===== src/rtl/dma_desc_fetch.sv =====
// Descriptor-chain front end for one DMA channel: fetches 2-beat descriptors and sequences channel transfers.
// Optional irq output is enabled by defining DMA_DESC_IRQ_EN.
module dma_desc_fetch #(
  parameter int CHANNEL_ID = 0,
  parameter int ADDR_WIDTH = 32,
  parameter int DATA_WIDTH = 64
) (
  input  logic                  clk,
  input  logic                  rst_n,
  input  logic                  chain_start,
  input  logic [ADDR_WIDTH-1:0] chain_head_ptr,
  input  logic                  chain_abort,
  output logic [ADDR_WIDTH-1:0] desc_rd_addr,
  output logic                  desc_rd_valid,
  input  logic                  desc_rd_ready,
  input  logic [DATA_WIDTH-1:0] desc_rd_data,
  input  logic                  desc_rd_resp,
  output logic [ADDR_WIDTH-1:0] ch_src_addr,
  output logic [ADDR_WIDTH-1:0] ch_dst_addr,
  output logic [15:0]           ch_length,
  output logic                  ch_start,
  input  logic                  ch_done,
  input  logic                  ch_error,
  output logic                  chain_busy,
  output logic                  chain_done,
  output logic                  chain_error,
  output logic [1:0]            chain_err_code,
  output logic [15:0]           desc_count,
  output logic [7:0]            chain_id,
`ifdef DMA_DESC_IRQ_EN
  output logic                  irq,
`endif
  output logic [3:0]            dbg_state
);

  // Read handshake: a request is transferred on a cycle with desc_rd_valid && desc_rd_ready;
  // once raised, valid and addr hold until that cycle. One read is outstanding at a time.
  typedef enum logic [3:0] {
    IDLE  = 4'd0, REQ0  = 4'd1, WAIT0 = 4'd2, REQ1 = 4'd3, WAIT1 = 4'd4,
    CHECK = 4'd5, START = 4'd6, BUSY  = 4'd7, DONE = 4'd8, ERR   = 4'd9
  } state_t;

  state_t                state_q, state_d;
  logic [ADDR_WIDTH-1:0] ptr_q, src_q, dst_q, next_q;
  logic [15:0]           len_q, count_q;
  logic                  last_q, req_pend_q;
  logic [1:0]            code_q, code_d;

  always_comb begin
    state_d       = state_q;
    code_d        = code_q;
    desc_rd_valid = 1'b0;
    desc_rd_addr  = '0;
    case (state_q)
      IDLE: if (chain_start) begin
        code_d  = 2'd0;
        state_d = REQ0;
        if (chain_head_ptr[2:0] != 3'd0) begin
          state_d = ERR;
          code_d  = 2'd1;
        end
      end
      REQ0: begin
        desc_rd_addr = ptr_q;
        // Abort only before the request is shown; a presented request is held until accepted.
        if (!req_pend_q && chain_abort) begin
          state_d = ERR;
          code_d  = 2'd3;
        end else begin
          desc_rd_valid = 1'b1;
          if (desc_rd_ready) state_d = WAIT0;
        end
      end
      WAIT0: if (desc_rd_resp) state_d = REQ1;
      REQ1: begin
        desc_rd_addr  = ptr_q + ADDR_WIDTH'(8);
        desc_rd_valid = 1'b1;
        if (desc_rd_ready) state_d = WAIT1;
      end
      WAIT1: if (desc_rd_resp) state_d = CHECK;
      CHECK: begin
        if (len_q == 16'd0 || (!last_q && next_q[2:0] != 3'd0)) begin
          state_d = ERR;
          code_d  = 2'd1;
        end else if (chain_abort) begin
          state_d = ERR;
          code_d  = 2'd3;
        end else begin
          state_d = START;
        end
      end
      START: state_d = BUSY;
      BUSY: begin
        if (ch_error) begin
          state_d = ERR;
          code_d  = 2'd2;
        end else if (ch_done) begin
          if (chain_abort) begin
            state_d = ERR;
            code_d  = 2'd3;
          end else if (last_q) begin
            state_d = DONE;
          end else begin
            state_d = REQ0;
          end
        end
      end
      DONE:    state_d = IDLE;
      ERR:     state_d = IDLE;
      default: state_d = IDLE;
    endcase
  end

`ifdef DMA_DESC_IRQ_EN
  logic irq_q;
  logic unused_flags;
  assign unused_flags = ^desc_rd_data[47:34];
  assign irq = (state_q == BUSY && ch_done && !ch_error && irq_q) || state_q == ERR;
`else
  logic unused_flags;
  assign unused_flags = ^desc_rd_data[47:33];
`endif

  always_ff @(posedge clk or negedge rst_n) begin
    if (!rst_n) begin
      state_q     <= IDLE;
      code_q      <= 2'd0;
      req_pend_q  <= 1'b0;
      ptr_q       <= '0;
      src_q       <= '0;
      dst_q       <= '0;
      next_q      <= '0;
      len_q       <= 16'd0;
      last_q      <= 1'b0;
      count_q     <= 16'd0;
      ch_src_addr <= '0;
      ch_dst_addr <= '0;
      ch_length   <= 16'd0;
`ifdef DMA_DESC_IRQ_EN
      irq_q       <= 1'b0;
`endif
    end else begin
      state_q    <= state_d;
      code_q     <= code_d;
      req_pend_q <= desc_rd_valid && !desc_rd_ready;
      if (state_q == IDLE && chain_start) begin
        ptr_q   <= chain_head_ptr;
        count_q <= 16'd0;
      end
      if (state_q == WAIT0 && desc_rd_resp) begin
        src_q <= desc_rd_data[ADDR_WIDTH-1:0];
        dst_q <= desc_rd_data[32 +: ADDR_WIDTH];
      end
      if (state_q == WAIT1 && desc_rd_resp) begin
        len_q  <= desc_rd_data[15:0];
        last_q <= desc_rd_data[16];
        next_q <= desc_rd_data[32 +: ADDR_WIDTH];
`ifdef DMA_DESC_IRQ_EN
        irq_q  <= desc_rd_data[17];
`endif
      end
      // Channel fields change only when a validated descriptor is launched.
      if (state_q == CHECK && state_d == START) begin
        ch_src_addr <= src_q;
        ch_dst_addr <= dst_q;
        ch_length   <= len_q;
      end
      if (state_q == BUSY && ch_done && !ch_error) begin
        count_q <= count_q + 16'd1;
        ptr_q   <= next_q;
      end
    end
  end

  assign ch_start       = (state_q == START);
  assign chain_done     = (state_q == DONE);
  assign chain_error    = (state_q == ERR);
  assign chain_busy     = !(state_q == IDLE || state_q == DONE || state_q == ERR);
  assign chain_err_code = code_q;
  assign desc_count     = count_q;
  assign chain_id       = 8'(CHANNEL_ID);
  assign dbg_state      = state_q;

endmodule


===== config.mk =====
export PLATFORM = sky130hd
export DESIGN_NAME = dma_desc_fetch
export DESIGN_NICKNAME = d
export VERILOG_FILES = /design/src/rtl/dma_desc_fetch.sv
export SDC_FILE = /design/constraint.sdc
export NUM_CORES = 1
export LEC_CHECK = 0
export CAP_MARGIN = 15
export CORE_ASPECT_RATIO = 0.7
export CORE_MARGIN = 10
export CORE_UTILIZATION = 49
export DETAILED_ROUTE_END_ITERATION = 7
export PLACE_DENSITY = 0.82
export RECOVER_POWER = 100
export SLEW_MARGIN = 20
export SYNTH_ARGS = -nofsm -noshare
export SYNTH_HDL_FRONTEND = slang
export SYNTH_SLANG_ARGS = --single-unit

===== constraint.sdc =====
create_clock -name clk -period 3.35 [get_ports clk]
set_input_delay 0.8375 -clock clk [delete_from_list [all_inputs] [get_ports clk]]
set_output_delay 0.8375 -clock clk [all_outputs]
set_load 0.05 [all_outputs]

==> run_results.csv <==
group,metric,value,unit
sta,hold_violations,0,
route,via_count,8006,
logic_synthesis,yosys-top-cells-count,"dfrtp_1, mux2_2, mux2_1",
logic_synthesis,yosysMostFrequentCell,"dfrtp_1",
critical_path,cp_cell_sequence,"nand4_4 -> or3_4 -> or4_4 -> a21oi_4 -> buf_12",
hold_path,hp-class,"flop to flop",
power,p_leak,6.80,nW
clocking,clock-sinks,248,
sta,fin_crit_sh,0.991,
sta,relSlewSlack,-0.0845,
logic_synthesis,synth_cell_types,56,
clocking,insertion_delay,520,ps
logic_synthesis,post-synth-top-area-cell,"dfrtp_1",
clocking,cts_tree,"yes",
clocking,clk_path_buf_depth,3,
placement,detailed_place.area,14000,µm²
layout,finish.instance_area,15000,µm²
critical_path,path_buf_inv,1,
floorplanning,die_h,145,µm
sta,period_minus_slack,3320,ps
critical_path,crit_fanout,8,
placement,pre_cts_slack,224,ps
power,ir_drop,0.000610,V
route,drc_errors,0,
layout,nets,1227,
floorplanning,rows,45,
power,power_density,949,nW/µm²
logic_synthesis,yosysTopAreaCellShare,0.570,
grt,grt_start_max_net_pins,86,
critical_path,cp_data_arrival_time,2480,ps
floorplanning,floorplan.initialDensity,0.500,
floorplanning,coreArea,21800,µm²
sta,setup_violations,0,
layout,drive_gt1_frac,0.236,
logic_synthesis,syn_inst,871,
logic_synthesis,async_reset_ff_frac,1.00,
critical_path,crit_required,2510,ps
route,postRouteAntennaNets,0,
sta,fin_worst_skew,9.90,ps
logic_synthesis,synth_edf_count,0,
grt,grt_pass1_vias,8324,
grt,grt_first_pass_wirelength,48200,µm
clocking,clkSlewWorstSetupHoldPaths,60,ps
logic_synthesis,synth-seq-area-share,0.570,
route,viasPerCell,5.63,
floorplanning,io_pins,251,
grt,track_usage,0.214,
layout,nFillCells,1519,
outcome,violations,"capacitance limit, slew limit",
logic_synthesis,synthesis.area,10900,µm²
grt,antenna_found_initial,2,
critical_path,critPathTopFamily,"simple AND/OR/NAND/NOR gates",
placement,io_buffer_count,242,
flow_run,maxCapViolations,1,
sta,final_max_slew_viol_count,65,
sta,worstMarginPinSlew,1630,ps
logic_synthesis,ys_top_cells_by_area,"dfrtp_1, mux2_2, mux2_1",
route,drt_wl_total,31300,µm
critical_path,slowest_stage,"or4_4",
grt,grt_overflow,0,
outcome,status,"complete, but fails checks",
critical_path,start_kind,"flop",
placement,hpwl,23000,µm
route,wire_per_inst,22.0,µm
clocking,cts-root-buf,"clkbuf_16",
clocking,cts-htree-levels,1,
logic_synthesis,synthFlopType,"dfrtp_1",
placement,gp_congestion,0.943,
route,drt_iter0_markers,493,
logic_synthesis,yosysWarnings,0,
critical_path,crit_path_max_incr_delay,520,ps
critical_path,critPathCaptureType,"primary output",
logic_synthesis,avgSynthCellArea,12.5,µm²
sta,rsz0062_at_grt,"true",
sta,finalWorstSetupSlack,29.0,ps
critical_path,critPathKind,"flop to primary output",
clocking,cts_buffers,24,
logic_synthesis,ys_seq_elements,248,
floorplanning,die-area,28700,µm²
floorplanning,die_x,198,µm
layout,syn2layout_area_growth,37.6,%
clocking,holdBufCountCts,0,
sta,fmax,301,MHz
route,dr.pass1.iters,5,
[power breakdown]
part / switching, W / internal [W]
logic: 0.00383 / 0.00254
clock network: 0.00115 / 0.00169
registers: 0.000846 / 0.00418
total: 0.00582 / 0.00841
[registers in the layout, indices dropped and copies added, names as in the netlist]
| name | flops |
|---|---|
| ch_dst_addr | 32 |
| ptr_q | 32 |
| dst_q | 32 |
| req_pend_q | 1 |
| next_q | 32 |
| dbg_state | 4 |
| len_q | 16 |
| chain_err_code | 2 |
| ch_src_addr | 32 |
| last_q | 1 |
| desc_count | 16 |
| src_q | 32 |
| ch_length | 16 |
[routing by layer]
metal	global-route usage	wire length, µm
met1	0.294	14100
met2	0.325	13900
met3	0.0653	2520
met4	0.0500	717
met5	0	13
[cells in the final DEF (no fill, tap or decap), types with 8 or more instances in the layout]
cell type | Yosys | final
nand4_1 | 14 | 14
clkbuf_16 | 0 | 24
mux2_1 | 78 | 78
and3_1 | 9 | 9
nand3_1 | 42 | 40
mux2i_1 | 13 | 12
dfrtp_2 | 0 | 10
mux2_2 | 115 | 115
a21oi_1 | 15 | 8
nand2_1 | 59 | 59
nor4_1 | 12 | 12
xnor2_1 | 9 | 9
buf_12 | 0 | 31
buf_4 | 9 | 37
conb_1 | 1 | 8
inv_1 | 13 | 13
nor3_1 | 12 | 11
a22oi_1 | 32 | 32
dfrtp_1 | 248 | 238
nor2_1 | 30 | 29
clkdlybuf4s50_1 | 0 | 204
o21ai_0 | 19 | 19
[final timing paths]
| check | from | end | slack [ps] | cells past startpoint |
|---|---|---|---|---|
| min | dst_q[1] | ch_dst_addr[1] | 480 | 1 |
| min in group asynchronous | rst_n | desc_count[6] | 720 | 1 |
| max in group asynchronous | rst_n | ptr_q[19] | 580 | 2 |
| min reg2reg | dst_q[1] | ch_dst_addr[1] | 480 | 1 |
| max reg2reg | dbg_state[1] | desc_count[10] | 870 | 5 |
| max | dbg_state[1] | desc_rd_addr[26] | 30 | 5 |
[cells by family after synthesis]
family / after synthesis / share of synthesized area
and+or+nand+nor: 232 / 0.114
other: 1 / 0.000344
buffers and inverters: 74 / 0.0322
DFF: 248 / 0.570
xor gates and xnor gates: 13 / 0.0105
AOI/OAI and AO/OA: 95 / 0.0591
adders and majority gates: 2 / 0.00230
muxes: 206 / 0.212
[area by class of cell]
| cell class | instances | area (µm²) | area share |
|---|---|---|---|
| multi-input cells | 556 | 4540 | 0.303 |
| clock buffers | 35 | 702 | 0.0468 |
| clock inverters | 8 | 133 | 0.00885 |
| inverters | 13 | 48.8 | 0.00326 |
| flip-flops and latches | 248 | 6220 | 0.415 |
| diodes | 1 | 2.50 | 0.000167 |
| repair buffers | 278 | 2990 | 0.199 |
| well taps | 282 | 353 | 0.0235 |
[through the flow]
step | total power, W | util | hold WS, ps | setup TNS (ps) | cells
3_3_place_gp | 0.0111 | 0.642 | 457 | 0 | 1368
5_1_grt | 0.0149 | 0.688 | 500 | -113 | 1420
3_5_place_dp | 0.0113 | 0.642 | 470 | 0 | 1368
2_1_floorplan | 0.00873 | - | 452 | -716 | 878
4_1_cts | 0.0142 | 0.684 | 262 | -25.9 | 1418
6_report | 0.0142 | 0.688 | 477 | 0 | 1421
[timing repair]
item,in CTS,in global routing
setup buffers,7,2
gates resized for setup,8,25
pin swaps,6,11
endpoints found under the setup margin,9,11
(Power assumes the default switching activity.)
